File: src/rtl/local_history_table_if.sv
// Lookup/update port bundle of the local history table: fetch-side lookups
// and resolve-side history updates.
interface local_history_table_if #(
  parameter int PC_W   = 32,
  parameter int HIST_W = 10
);
  logic              lookup_valid;
  logic              lookup_ready;
  logic [PC_W-1:0]   lookup_pc;
  logic              hist_valid;
  logic [HIST_W-1:0] hist_out;
  logic              update_valid;
  logic              update_ready;
  logic [PC_W-1:0]   update_pc;
  logic              update_taken;

  modport master (
    output lookup_valid, lookup_pc, update_valid, update_pc, update_taken,
    input  lookup_ready, hist_valid, hist_out, update_ready
  );

  modport slave (
    input  lookup_valid, lookup_pc, update_valid, update_pc, update_taken,
    output lookup_ready, hist_valid, hist_out, update_ready
  );
endinterface

File: src/rtl/local_history_table.sv
// Per-branch local history shift registers indexed by PC. After reset an INIT
// sweep zeroes every entry before lookups and updates are accepted.
module local_history_table #(
  parameter int ENTRIES = 64,
  parameter int HIST_W  = 10,
  parameter int PC_W    = 32
) (
  input logic              clk,
  input logic              rst_n,
  local_history_table_if.slave bus
);
  localparam int IDX_W = (ENTRIES > 1) ? $clog2(ENTRIES) : 1;

  typedef enum logic {INIT = 1'b0, RUN = 1'b1} state_t;

  state_t            state_q, state_d;
  logic [IDX_W-1:0]  init_cnt_q, init_cnt_d;
  logic              hist_valid_q, hist_valid_d;
  logic [HIST_W-1:0] hist_out_q, hist_out_d;
  logic [HIST_W-1:0] mem_q [ENTRIES];

  logic [PC_W-1:0]   lk_pc, up_pc;
  logic [IDX_W-1:0]  lk_idx, up_idx, wr_idx;
  logic              run, lk_fire, up_fire, wr_en;
  logic [HIST_W-1:0] up_hist, wr_data;

  assign run     = (state_q == RUN);
  assign lk_pc   = bus.lookup_pc;
  assign up_pc   = bus.update_pc;
  // Byte offset bits are dropped; bits above the index alias onto one entry.
  assign lk_idx  = IDX_W'(lk_pc >> 2);
  assign up_idx  = IDX_W'(up_pc >> 2);
  assign lk_fire = bus.lookup_valid && run;
  assign up_fire = bus.update_valid && run;
  assign up_hist = {mem_q[up_idx][HIST_W-2:0], bus.update_taken};

  assign bus.lookup_ready = run;
  assign bus.update_ready = run;
  assign bus.hist_valid   = hist_valid_q;
  assign bus.hist_out     = hist_out_q;

  always_comb begin
    state_d      = state_q;
    init_cnt_d   = init_cnt_q;
    hist_valid_d = lk_fire;
    hist_out_d   = hist_out_q;
    wr_en        = 1'b0;
    wr_idx       = up_idx;
    wr_data      = up_hist;
    case (state_q)
      INIT: begin
        wr_en      = 1'b1;
        wr_idx     = init_cnt_q;
        wr_data    = '0;
        init_cnt_d = init_cnt_q + 1'b1;
        if (init_cnt_q == IDX_W'(ENTRIES - 1)) begin
          state_d    = RUN;
          init_cnt_d = '0;
        end
      end
      RUN: begin
        wr_en = up_fire;
        // Write-first: a same-index update this cycle is visible to the lookup.
        if (lk_fire) begin
          hist_out_d = (up_fire && (up_idx == lk_idx)) ? up_hist : mem_q[lk_idx];
        end
      end
      default: state_d = INIT;
    endcase
  end

  always_ff @(posedge clk or negedge rst_n) begin
    if (!rst_n) begin
      state_q      <= INIT;
      init_cnt_q   <= '0;
      hist_valid_q <= 1'b0;
      hist_out_q   <= '0;
    end else begin
      state_q      <= state_d;
      init_cnt_q   <= init_cnt_d;
      hist_valid_q <= hist_valid_d;
      hist_out_q   <= hist_out_d;
    end
  end

  // Storage has no reset; the INIT sweep is what clears it.
  always_ff @(posedge clk) begin
    if (wr_en) mem_q[wr_idx] <= wr_data;
  end
endmodule

File: src/flat_wrapper.sv
// flat-port wrapper written by rule: the top's interface ports become plain ports
module local_history_table_flat 
#(
  parameter int ENTRIES = 64,
  parameter int HIST_W  = 10,
  parameter int PC_W    = 32
)
  (clk, rst_n, bus_lookup_valid, bus_lookup_pc, bus_update_valid, bus_update_pc, bus_update_taken, bus_lookup_ready, bus_hist_valid, bus_hist_out, bus_update_ready);
  local_history_table_if #(.PC_W(PC_W), .HIST_W(HIST_W)) bus_i ();
  input logic clk;
  input logic rst_n;
  input wire logic [$bits(bus_i.lookup_valid)-1:0] bus_lookup_valid;
  input wire logic [$bits(bus_i.lookup_pc)-1:0] bus_lookup_pc;
  input wire logic [$bits(bus_i.update_valid)-1:0] bus_update_valid;
  input wire logic [$bits(bus_i.update_pc)-1:0] bus_update_pc;
  input wire logic [$bits(bus_i.update_taken)-1:0] bus_update_taken;
  output wire logic [$bits(bus_i.lookup_ready)-1:0] bus_lookup_ready;
  output wire logic [$bits(bus_i.hist_valid)-1:0] bus_hist_valid;
  output wire logic [$bits(bus_i.hist_out)-1:0] bus_hist_out;
  output wire logic [$bits(bus_i.update_ready)-1:0] bus_update_ready;
  assign bus_i.lookup_valid = bus_lookup_valid;
  assign bus_i.lookup_pc = bus_lookup_pc;
  assign bus_i.update_valid = bus_update_valid;
  assign bus_i.update_pc = bus_update_pc;
  assign bus_i.update_taken = bus_update_taken;
  assign bus_lookup_ready = bus_i.lookup_ready;
  assign bus_hist_valid = bus_i.hist_valid;
  assign bus_hist_out = bus_i.hist_out;
  assign bus_update_ready = bus_i.update_ready;
  local_history_table #(.ENTRIES(ENTRIES), .HIST_W(HIST_W), .PC_W(PC_W)) u_core (.clk(clk), .rst_n(rst_n), .bus(bus_i));
endmodule
File: config.mk
export PLATFORM = sky130hd
export DESIGN_NAME = local_history_table_flat
export DESIGN_NICKNAME = d
export VERILOG_FILES = /design/src/rtl/local_history_table_if.sv /design/src/rtl/local_history_table.sv /design/src/flat_wrapper.sv
export SDC_FILE = /design/constraint.sdc
export NUM_CORES = 1
export LEC_CHECK = 0
export BUFFER_PORTS_ARGS = -buffer_cell sky130_fd_sc_hd__buf_2
export CAP_MARGIN = 20
export CORE_MARGIN = 1.5
export CORE_UTILIZATION = 30
export DETAILED_ROUTE_END_ITERATION = 16
export GPL_TIMING_DRIVEN = 1
export HOLD_SLACK_MARGIN = 0.03
export PLACE_DENSITY = 0.51
export SLEW_MARGIN = 5
export SYNTH_ARGS = -nofsm -noshare
export SYNTH_HDL_FRONTEND = slang
export SYNTH_SLANG_ARGS = --single-unit
File: constraint.sdc
create_clock -name clk -period 5.75 [get_ports clk]
set_input_delay 0 -clock clk [delete_from_list [all_inputs] [get_ports clk]]
set_output_delay 0 -clock clk [all_outputs]
set_load 0.03 [all_outputs]
==> flow_summary.yaml, run 1 <==
die:
  rows: 116
  pin_count: 82
  die-height_um: 320
  core_mm2: 0.100
  chipWidth_um: 320
  start_util_pct: 30.2
  die_area_mm2: 0.103
layout:
  stdcell_area_mm2: 0.0345
  layout.nets: 1723
  antenna_cells: 0
  drive_gt1_share_pct: 32.6
  syn2layout_area_growth_pct: 14.2
synthesis:
  yosysSeqAreaShare_pct: 65.1
  yosysTopAreaCell: "edfxtp_1"
  syn_nets: 1648
  synth_flop_cell: "edfxtp_1"
  synthCells: 1578
  synth_warnings: 0
  synth_edf_count: 640
  synth_top_area_share_pct: 63.6
  synthTopCellsByArea: "edfxtp_1 (64%), mux4_2 (22%), a22oi_1 (1.6%)"
  synth_cell_type_count: 54
  async_flop_share_pct: 2.74
  ys_ff_latch: 658
  synthesis.area_mm2: 0.0302
  syn_avg_cell_area_um2: 19.1
cts:
  cts_buffer_depth: 3
  numCtsBuffers: 73
  cts.sinks: 658
  ctsResizeCount: 0
  hold_buffers: 3
  cts.clk_slew.worst_paths_ps: 60
  postCtsSetupBuffers: 0
  clockRootBuffer: "clkbuf_16"
  cts_tree: "done"
  clkLatencyLatePin_ps: 620
  htreeDepth: 3
detailed_routing:
  route.detailed.drc: 0
  wire_per_inst_um: 31.3
  drt-initial-drc-count: 1986
  detail_route.vias_per_cell: 5.71
  routed_wl_um: 94100
  vias: 17100
  ant_nets: 0
  drt_first_pass_iters: 5
critical_path:
  crit_type: "reg2reg"
  arrival_ps: 3780
  critPathCaptureType: "register"
  cp-start-kind: "register"
  cp_data_required_time_ps: 6090
  critPathMaxFanout: 33
worst_hold_path:
  hold_class: "in2reg"
timing:
  fin_tns_setup_ps: 0
  min_period_ps: 3450
  setup_viol: 0
  finalHoldViolations: 0
  post-route-period-util_pct: 60.0
  fmax_mhz: 290
  fin_skew_ps: 21.1
  maxSlewViolCount: 0
  tightest_slew_ps: 1100
  slew_headroom_pct: 26.7
  rsz0062_at_grt: "false"
placement:
  dpl_cell_area_mm2: 0.0322
  io_buffer_count: 29
  dp_hpwl_um: 59000
  gp_congestion: 0.858
global_routing:
  grt_usage_pct: 18.3
  grt_max_degree: 77
  antenna_found_initial: 2
  grt-ovfl-total: 0
  grt_pass1_wl_um: 132000
  first_global_vias: 17200
pwr:
  leakagePower_nw: 8.98
  ir_drop_mv: 0.199
  powerDensity_mw_per_mm2: 293
flow_run:
  drv_cap: 0
outcome:
  status: "completed"
-- area by class of cell --
type	count	area, um2
inverters	5	18.8
well taps	1298	1620
multi-input cells	798	10000
fillers	9216	65500
flip-flops and latches	658	19700
clock inverters	32	319
repair buffers	117	937
clock buffers	94	1910
-- critical path: stages (launching register included) --
cell,delay [ps]
edfxtp_1,380
mux4_2,510
mux4_2,450
o21ai_0,780
nand2_2,660
buf_16,380
-- cells in the mapped netlist, types with 5 or more instances --
library cell  count
a211oi_1          9
a21boi_0          5
a21oi_1          29
a221oi_1         14
a22o_1           17
a22oi_1          65
a31oi_1           7
and2_1            5
buf_1            14
buf_2            38
buf_4            21
clkbuf_1         41
dfrtp_1          18
edfxtp_1        640
mux2_2           11
mux2i_1          38
mux4_2          299
nand2_1          59
nand2b_1          8
nand3_1          18
nor2_1           88
nor2b_1          17
nor4b_1           5
o21ai_0          17
o221ai_1          9
o22ai_1          12
o31ai_1           7
xnor2_1           8
-- final timing paths --
check                                        from                endpoint  slack, ps  cells past startpoint
setup / recovery              u_core.mem_q[11][5]     u_core.mem_q[20][6]       2300                      5
hold / removal                   bus_lookup_valid   u_core.bus.hist_valid        280                      3
setup reg to reg              u_core.mem_q[11][5]     u_core.mem_q[20][6]       2300                      5
hold reg to reg            u_core.bus.hist_out[9]  u_core.bus.hist_out[9]        490                      2
max in group asynchronous                   rst_n  u_core.bus.hist_out[1]       4440                      3
min in group asynchronous                   rst_n   u_core.bus.hist_valid        650                      3
-- layer usage --
metal  share of wire, %  global-route usage, %  up-vias
met3                7.5                   3.39      134
met4                3.1                   5.54        2
met5              0.013                      0        -
met2                 46                   28.2      762
li1                   -                      -     6918
met1                 43                   26.4     9311
-- metrics by stage --
step	setup slack, ps	cells	hold WS, ps	power (mW)	util, %
final	2300	3002	276	10.1	34.5
after global routing	2230	3002	334	10.4	34.5
after CTS	2180	2999	249	10.2	34.4
after detailed placement	1640	2870	-6.64	5.74	32.2
after global placement	1760	2870	-23.4	5.74	32.2
after floorplan	1200	1578	-296	5.57	-
-- cells in the final DEF (no fill, tap or decap), types with 7 or more instances in the layout --
| cell type | Yosys | routed |
|---|---|---|
| a211oi_1 | 9 | 9 |
| a21oi_1 | 29 | 29 |
| a221oi_1 | 14 | 14 |
| a22o_1 | 17 | 17 |
| a22oi_1 | 65 | 65 |
| a31oi_1 | 7 | 7 |
| buf_2 | 38 | 24 |
| buf_4 | 21 | 81 |
| clkbuf_1 | 41 | 21 |
| clkbuf_16 | 0 | 73 |
| clkinv_1 | 1 | 14 |
| dfrtp_1 | 18 | 18 |
| edfxtp_1 | 640 | 640 |
| mux2_2 | 11 | 11 |
| mux2i_1 | 38 | 38 |
| mux4_2 | 299 | 299 |
| nand2_1 | 59 | 56 |
| nand2b_1 | 8 | 7 |
| nand3_1 | 18 | 18 |
| nor2_1 | 88 | 67 |
| nor2_2 | 0 | 21 |
| nor2b_1 | 17 | 15 |
| o21ai_0 | 17 | 16 |
| o221ai_1 | 9 | 9 |
| o22ai_1 | 12 | 12 |
| o31ai_1 | 7 | 7 |
| xnor2_1 | 8 | 8 |
-- flip-flops by register name, summed over array words and instances (netlist names) --
register,cells
u_core.bus.lookup_ready,1
u_core.bus.hist_valid,1
u_core.mem_q,640
u_core.init_cnt_q,6
u_core.bus.hist_out,10
-- power by group --
group,internal [mW],switching [mW]
registers,5.18,0
clock network,2.61,1.87
logic,0.158,0.301
total,7.94,2.17
-- cells by family after synthesis --
group | Yosys count | share of synthesized area [%]
buffers and inverters | 122 | 2.01
xor gates and xnor gates | 9 | 0.261
AOI/OAI and AO/OA | 206 | 4.88
and+or+nand+nor | 233 | 3.72
adders and majority gates | 1 | 0.0414
DFF | 658 | 65.1
muxes | 349 | 24.0
(Power assumes the default switching activity.)
==> run 2, diff against run 1 <==
--- a/config.mk
+++ b/config.mk
@@ -12,7 +12,7 @@
 export DETAILED_ROUTE_END_ITERATION = 16
 export GPL_TIMING_DRIVEN = 1
 export HOLD_SLACK_MARGIN = 0.03
-export PLACE_DENSITY = 0.51
+export PLACE_DENSITY = 0.53
 export SLEW_MARGIN = 5
 export SYNTH_ARGS = -nofsm -noshare
 export SYNTH_HDL_FRONTEND = slang
==> constraint.sdc (replaced) <==
create_clock -name clk -period 3.1 [get_ports clk]
set_input_delay 0 -clock clk [delete_from_list [all_inputs] [get_ports clk]]
set_output_delay 0 -clock clk [all_outputs]
set_load 0.03 [all_outputs]
==> run 2 against run 1 <==
Against the previous run: register-to-register slack lost 2000 ps; wire length up 5.8%; flip-flop and latch count did not move; first-iteration DRC count grew 14%; clock power rose by 87%; sequential share of layout area fell by 1.8 points; critical path type unchanged; largest power group unchanged.
==> flow_summary.yaml, run 2 (synthesis results as in run 1) <==
global_routing:
  grt_pass1_wl_um: 139000
  grt_max_degree: 44
  antenna_found_initial: 1
  grt_usage_pct: 19.3
  first_global_vias: 17800
  grt-ovfl-total: 0
placement:
  io_buffer_count: 29
  dp_hpwl_um: 67500
  gp_congestion: 1.02
critical_path:
  critPathMaxFanout: 32
  critPathCaptureType: "register"
  cp_data_required_time_ps: 3400
  cp-start-kind: "register"
  arrival_ps: 3110
  crit_type: "reg2reg"
layout:
  drive_gt1_share_pct: 36.3
  mostFrequentLayoutCells: "edfxtp_1 (640), mux4_2 (299), buf_4 (166)"
  antenna_cells: 0
  syn2layout_area_growth_pct: 18.0
  n_fill_cell: 9167
  layout.nets: 1833
  final_common_cell: "edfxtp_1"
  largest_register: "u_core.mem_q"
  largest_reg_flops: 640
cts:
  htreeDepth: 3
  cts_tree: "done"
  ctsResizeCount: 0
  cts.sinks: 658
  clkLatencyLatePin_ps: 630
  clockRootBuffer: "clkbuf_16"
  numCtsBuffers: 71
  cts.clk_slew.worst_paths_ps: 60
  cts_buffer_depth: 3
timing:
  setup_viol: 0
  fin_tns_setup_ps: 0
  maxSlewViolCount: 0
  slew_headroom_pct: 31.4
  min_period_ps: 2810
  hold_slack_ps: 240
  fin_skew_ps: 26.9
  finalHoldViolations: 0
  tightest_slew_ps: 1030
  post-route-period-util_pct: 90.7
  rsz0062_at_grt: "false"
  fmax_mhz: 356
pwr:
  ir_drop_mv: 0.341
  leakagePower_nw: 9.68
  powerDensity_mw_per_mm2: 532
die:
  pin_count: 82
  rows: 116
  die-height_um: 320
  chipWidth_um: 320
  start_util_pct: 30.2
  core_mm2: 0.100
  die_area_mm2: 0.103
detailed_routing:
  wire_per_inst_um: 31.9
  drt_first_pass_iters: 5
  routed_wl_um: 99600
  ant_nets: 0
  route.detailed.drc: 0
  vias: 17900
  detail_route.vias_per_cell: 5.73
  drt-initial-drc-count: 2264
flow_run:
  drv_cap: 0
worst_hold_path:
  hold_class: "in2reg"
outcome:
  status: "completed"
==> run 2: cell types whose count changed in the layout (fill, tap and decap cells not counted), sizes merged <==
| cell | delta |
|---|---|
| clkinv | +8 |
| inv | -1 |
| buf | +113 |
| clkbuf | -4 |
==> run 2: path summary, 6_finish.rpt <==
path                                         from                      end  slack (ps)  depth (start not counted)
min                              bus_lookup_pc[6]   u_core.bus.hist_out[3]         240                          5
min in group asynchronous                   rst_n    u_core.bus.hist_valid         620                          3
max reg2reg                   u_core.mem_q[29][6]      u_core.mem_q[49][7]         290                          6
max in group asynchronous                   rst_n  u_core.bus.lookup_ready        1840                          3
min reg2reg                u_core.bus.hist_out[3]   u_core.bus.hist_out[3]         480                          2
max                           u_core.mem_q[29][6]      u_core.mem_q[49][7]         290                          6
==> run 2: per-layer routing <==
layer  global-route usage (%)  wire (um)  vias up
met3                     3.43       8080      164
met5                        0         13        -
met4                     7.98       4100        2
met1                     27.5      42000     9694
met2                     29.3      45300      856
li1                         -          -     7151
==> run 2: worst max-delay path: stages (launching register included) <==
cell       delay (ps)
edfxtp_1          380
mux4_2            480
nor2b_1           200
a2111oi_0         790
nor4_1            130
nand2b_2          230
buf_4             250
==> run 2: power by group <==
| group | total [mW] | switching [mW] | internal (mW) |
|---|---|---|---|
| clock network | 8.39 | 3.58 | 4.81 |
| registers | 9.61 | 0 | 9.61 |
| logic | 0.956 | 0.586 | 0.371 |
| total | 19.0 | 4.16 | 14.8 |
==> run 2: cell type report <==
type	count	area (um2)	area share, %
inverters	5	18.8	0.0526
flip-flops and latches	658	19700	55.2
multi-input cells	798	9980	28.0
clock buffers	91	1870	5.25
well taps	1298	1620	4.56
clock inverters	39	403	1.13
repair buffers	229	2090	5.86
==> run 2: per-stage QoR <==
stage | setup WS, ps | total power [mW] | utilization (%) | instance area, um2 | cells
floorplan | 279 | 10.3 | - | 30200 | 1578
finish | 288 | 19.0 | 35.7 | 35700 | 3118
detailed placement | 216 | 10.7 | 33.3 | 33300 | 2985
global route | 153 | 19.4 | 35.7 | 35700 | 3118
CTS | 389 | 19.1 | 35.7 | 35700 | 3118
global placement | 194 | 10.7 | 33.3 | 33300 | 2985
==> run 2: what timing repair did <==
item                                   4_1_cts  5_1_grt
hold buffers                                 3        0
setup endpoints to repair                    0        0
setup buffers                                0        0
endpoints found under the hold margin       19        0
==> run 3, diff against run 2 <==
--- a/config.mk
+++ b/config.mk
@@ -7,12 +7,14 @@
 export LEC_CHECK = 0
 export BUFFER_PORTS_ARGS = -buffer_cell sky130_fd_sc_hd__buf_2
 export CAP_MARGIN = 20
+export CELL_PAD_IN_SITES_DETAIL_PLACEMENT = 1
+export CELL_PAD_IN_SITES_GLOBAL_PLACEMENT = 2
 export CORE_MARGIN = 1.5
-export CORE_UTILIZATION = 30
+export CORE_UTILIZATION = 44
 export DETAILED_ROUTE_END_ITERATION = 16
 export GPL_TIMING_DRIVEN = 1
 export HOLD_SLACK_MARGIN = 0.03
-export PLACE_DENSITY = 0.53
+export PLACE_DENSITY = 0.83
 export SLEW_MARGIN = 5
 export SYNTH_ARGS = -nofsm -noshare
 export SYNTH_HDL_FRONTEND = slang
==> run 3 against run 2 <==
Against the previous run: hold slack got worse by 62 ps; fmax down 0.57%; global-route usage up 7.9 points; critical path depth fell by 1; sequential power is essentially flat; combinational power decreased by 2.4%; core utilization up 16 points; final area is 2.5% lower; first-iteration DRC count grew 7.2%; worst setup slack worse by 16 ps; clock skew down 7.2 ps; critical path type unchanged; critical endpoint is now u_core.mem_q[12][6]; largest power group unchanged; highest routed layer unchanged.
==> flow_summary.yaml, run 3 (synthesis results as in run 1) <==
layout:
  largest_reg_flops: 640
  syn2layout_area_growth_pct: 15.0
  layout.nets: 1814
  drive_gt1_share_pct: 35.3
  n_fill_cell: 6117
  final_util_pct: 51.5
  final_common_cell: "edfxtp_1"
  largest_register: "u_core.mem_q"
  mostFrequentLayoutCells: "edfxtp_1 (640), mux4_2 (299), buf_4 (158)"
cts:
  ctsResizeCount: 0
  cts_tree: "done"
  hold_buffers: 3
  clkLatencyLatePin_ps: 620
  htreeDepth: 3
  clockRootBuffer: "clkbuf_16"
  numCtsBuffers: 70
  cts.sinks: 658
  cts.clk_slew.worst_paths_ps: 60
  postCtsSetupBuffers: 0
  cts_buffer_depth: 3
die:
  die_area_mm2: 0.0703
  start_util_pct: 44.8
  pin_count: 82
  die-height_um: 265
  core_mm2: 0.0675
  chipWidth_um: 265
  rows: 95
global_routing:
  grt-ovfl-total: 0
  grt_usage_pct: 27.2
  grt_pass1_wl_um: 135000
  antenna_found_initial: 2
  grt_max_degree: 65
  first_global_vias: 18800
detailed_routing:
  drt_first_pass_iters: 5
  route.detailed.drc: 0
  vias: 17900
  ant_nets: 0
  wire_per_inst_um: 35.4
  detail_route.vias_per_cell: 6.71
  drt-initial-drc-count: 2427
  routed_wl_um: 94400
timing:
  tightest_slew_ps: 1060
  fmax_mhz: 354
  fin_skew_ps: 19.7
  finalHoldViolations: 0
  slew_headroom_pct: 28.8
  post-route-period-util_pct: 91.2
  setup_viol: 0
  min_period_ps: 2830
  fin_tns_setup_ps: 0
  rsz0062_at_grt: "false"
  maxSlewViolCount: 0
  hold_slack_ps: 178
pwr:
  switching_share_pct: 21.6
  pwr-share-comb_pct: 5.0
  powerDensity_mw_per_mm2: 536
  leakagePower_nw: 9.48
  finalPower_mw: 18.6
  pwr-share-seq_pct: 51.6
  ir_drop_mv: 0.296
  p_sw_mw: 4.03
  p_int_mw: 14.6
  clockPowerShare_pct: 43.4
worst_hold_path:
  hold_depth: 4
  hold_class: "in2reg"
placement:
  io_buffer_count: 29
  dp_hpwl_um: 61700
  gp_congestion: 0.967
flow_run:
  drv_cap: 0
critical_path:
  cp-start-kind: "register"
  cp_data_required_time_ps: 3430
  critPathCaptureType: "register"
  r2r_cells: 5
  arrival_ps: 3160
  critPathMaxFanout: 64
  crit_type: "reg2reg"
outcome:
  status: "completed"
run 3: worst paths after layout:
path | end | slack (ps) | from
max | u_core.mem_q[12][6] | 270 | u_core.mem_q[29][5]
min | u_core.bus.hist_out[9] | 180 | bus_lookup_valid
min in group asynchronous | u_core.bus.hist_out[3] | 680 | rst_n
max reg2reg | u_core.mem_q[12][6] | 270 | u_core.mem_q[29][5]
min reg2reg | u_core.bus.hist_out[9] | 510 | u_core.bus.hist_out[9]
max in group asynchronous | u_core.init_cnt_q[1] | 1760 | rst_n
run 3: per-layer routing:
metal / routed length [um] / vias up / global-route usage, %
li1: - / 7093 / -
met1: 36100 / 9556 / 37.1
met2: 45400 / 1038 / 43.3
met3: 9120 / 196 / 5.74
met4: 3680 / 4 / 10.3
met5: 24 / - / 0
run 3: through the flow:
stage | setup slack (ps) | area, um2 | std cells
final | 272 | 34700 | 2666
after global routing | 254 | 34700 | 2665
after CTS | 475 | 34700 | 2665
after detailed placement | 163 | 32600 | 2542
after global placement | 200 | 32600 | 2542
after floorplan | 279 | 30200 | 1578
run 3: area by class of cell:
| class | instances | area, um2 | area share [%] |
|---|---|---|---|
| Sequential cell | 658 | 19700 | 56.6 |
| Multi-Input combinational cell | 798 | 9980 | 28.7 |
| Clock buffer | 83 | 1860 | 5.37 |
| Timing Repair Buffer | 211 | 1830 | 5.26 |
| Tap cell | 873 | 1090 | 3.14 |
| Clock inverter | 37 | 295 | 0.850 |
| Inverter | 5 | 18.8 | 0.0540 |
| Antenna cell | 1 | 2.50 | 0.00720 |
run 3: power groups by stage:
stage	registers [mW]	logic, mW	clock network (mW)
2_1_floorplan	9.79	0.546	0
3_3_place_gp	9.79	0.902	0
6_report	9.61	0.933	8.08
4_1_cts	9.61	0.924	8.15
5_1_grt	9.60	0.970	8.45
3_5_place_dp	9.79	0.914	0
run 3: worst max-delay path: stages (launching register included):
cell      delay [ps]
edfxtp_1         410
mux4_2           500
mux4_2           490
o21ai_0          730
nand2_2          150
buf_12           260
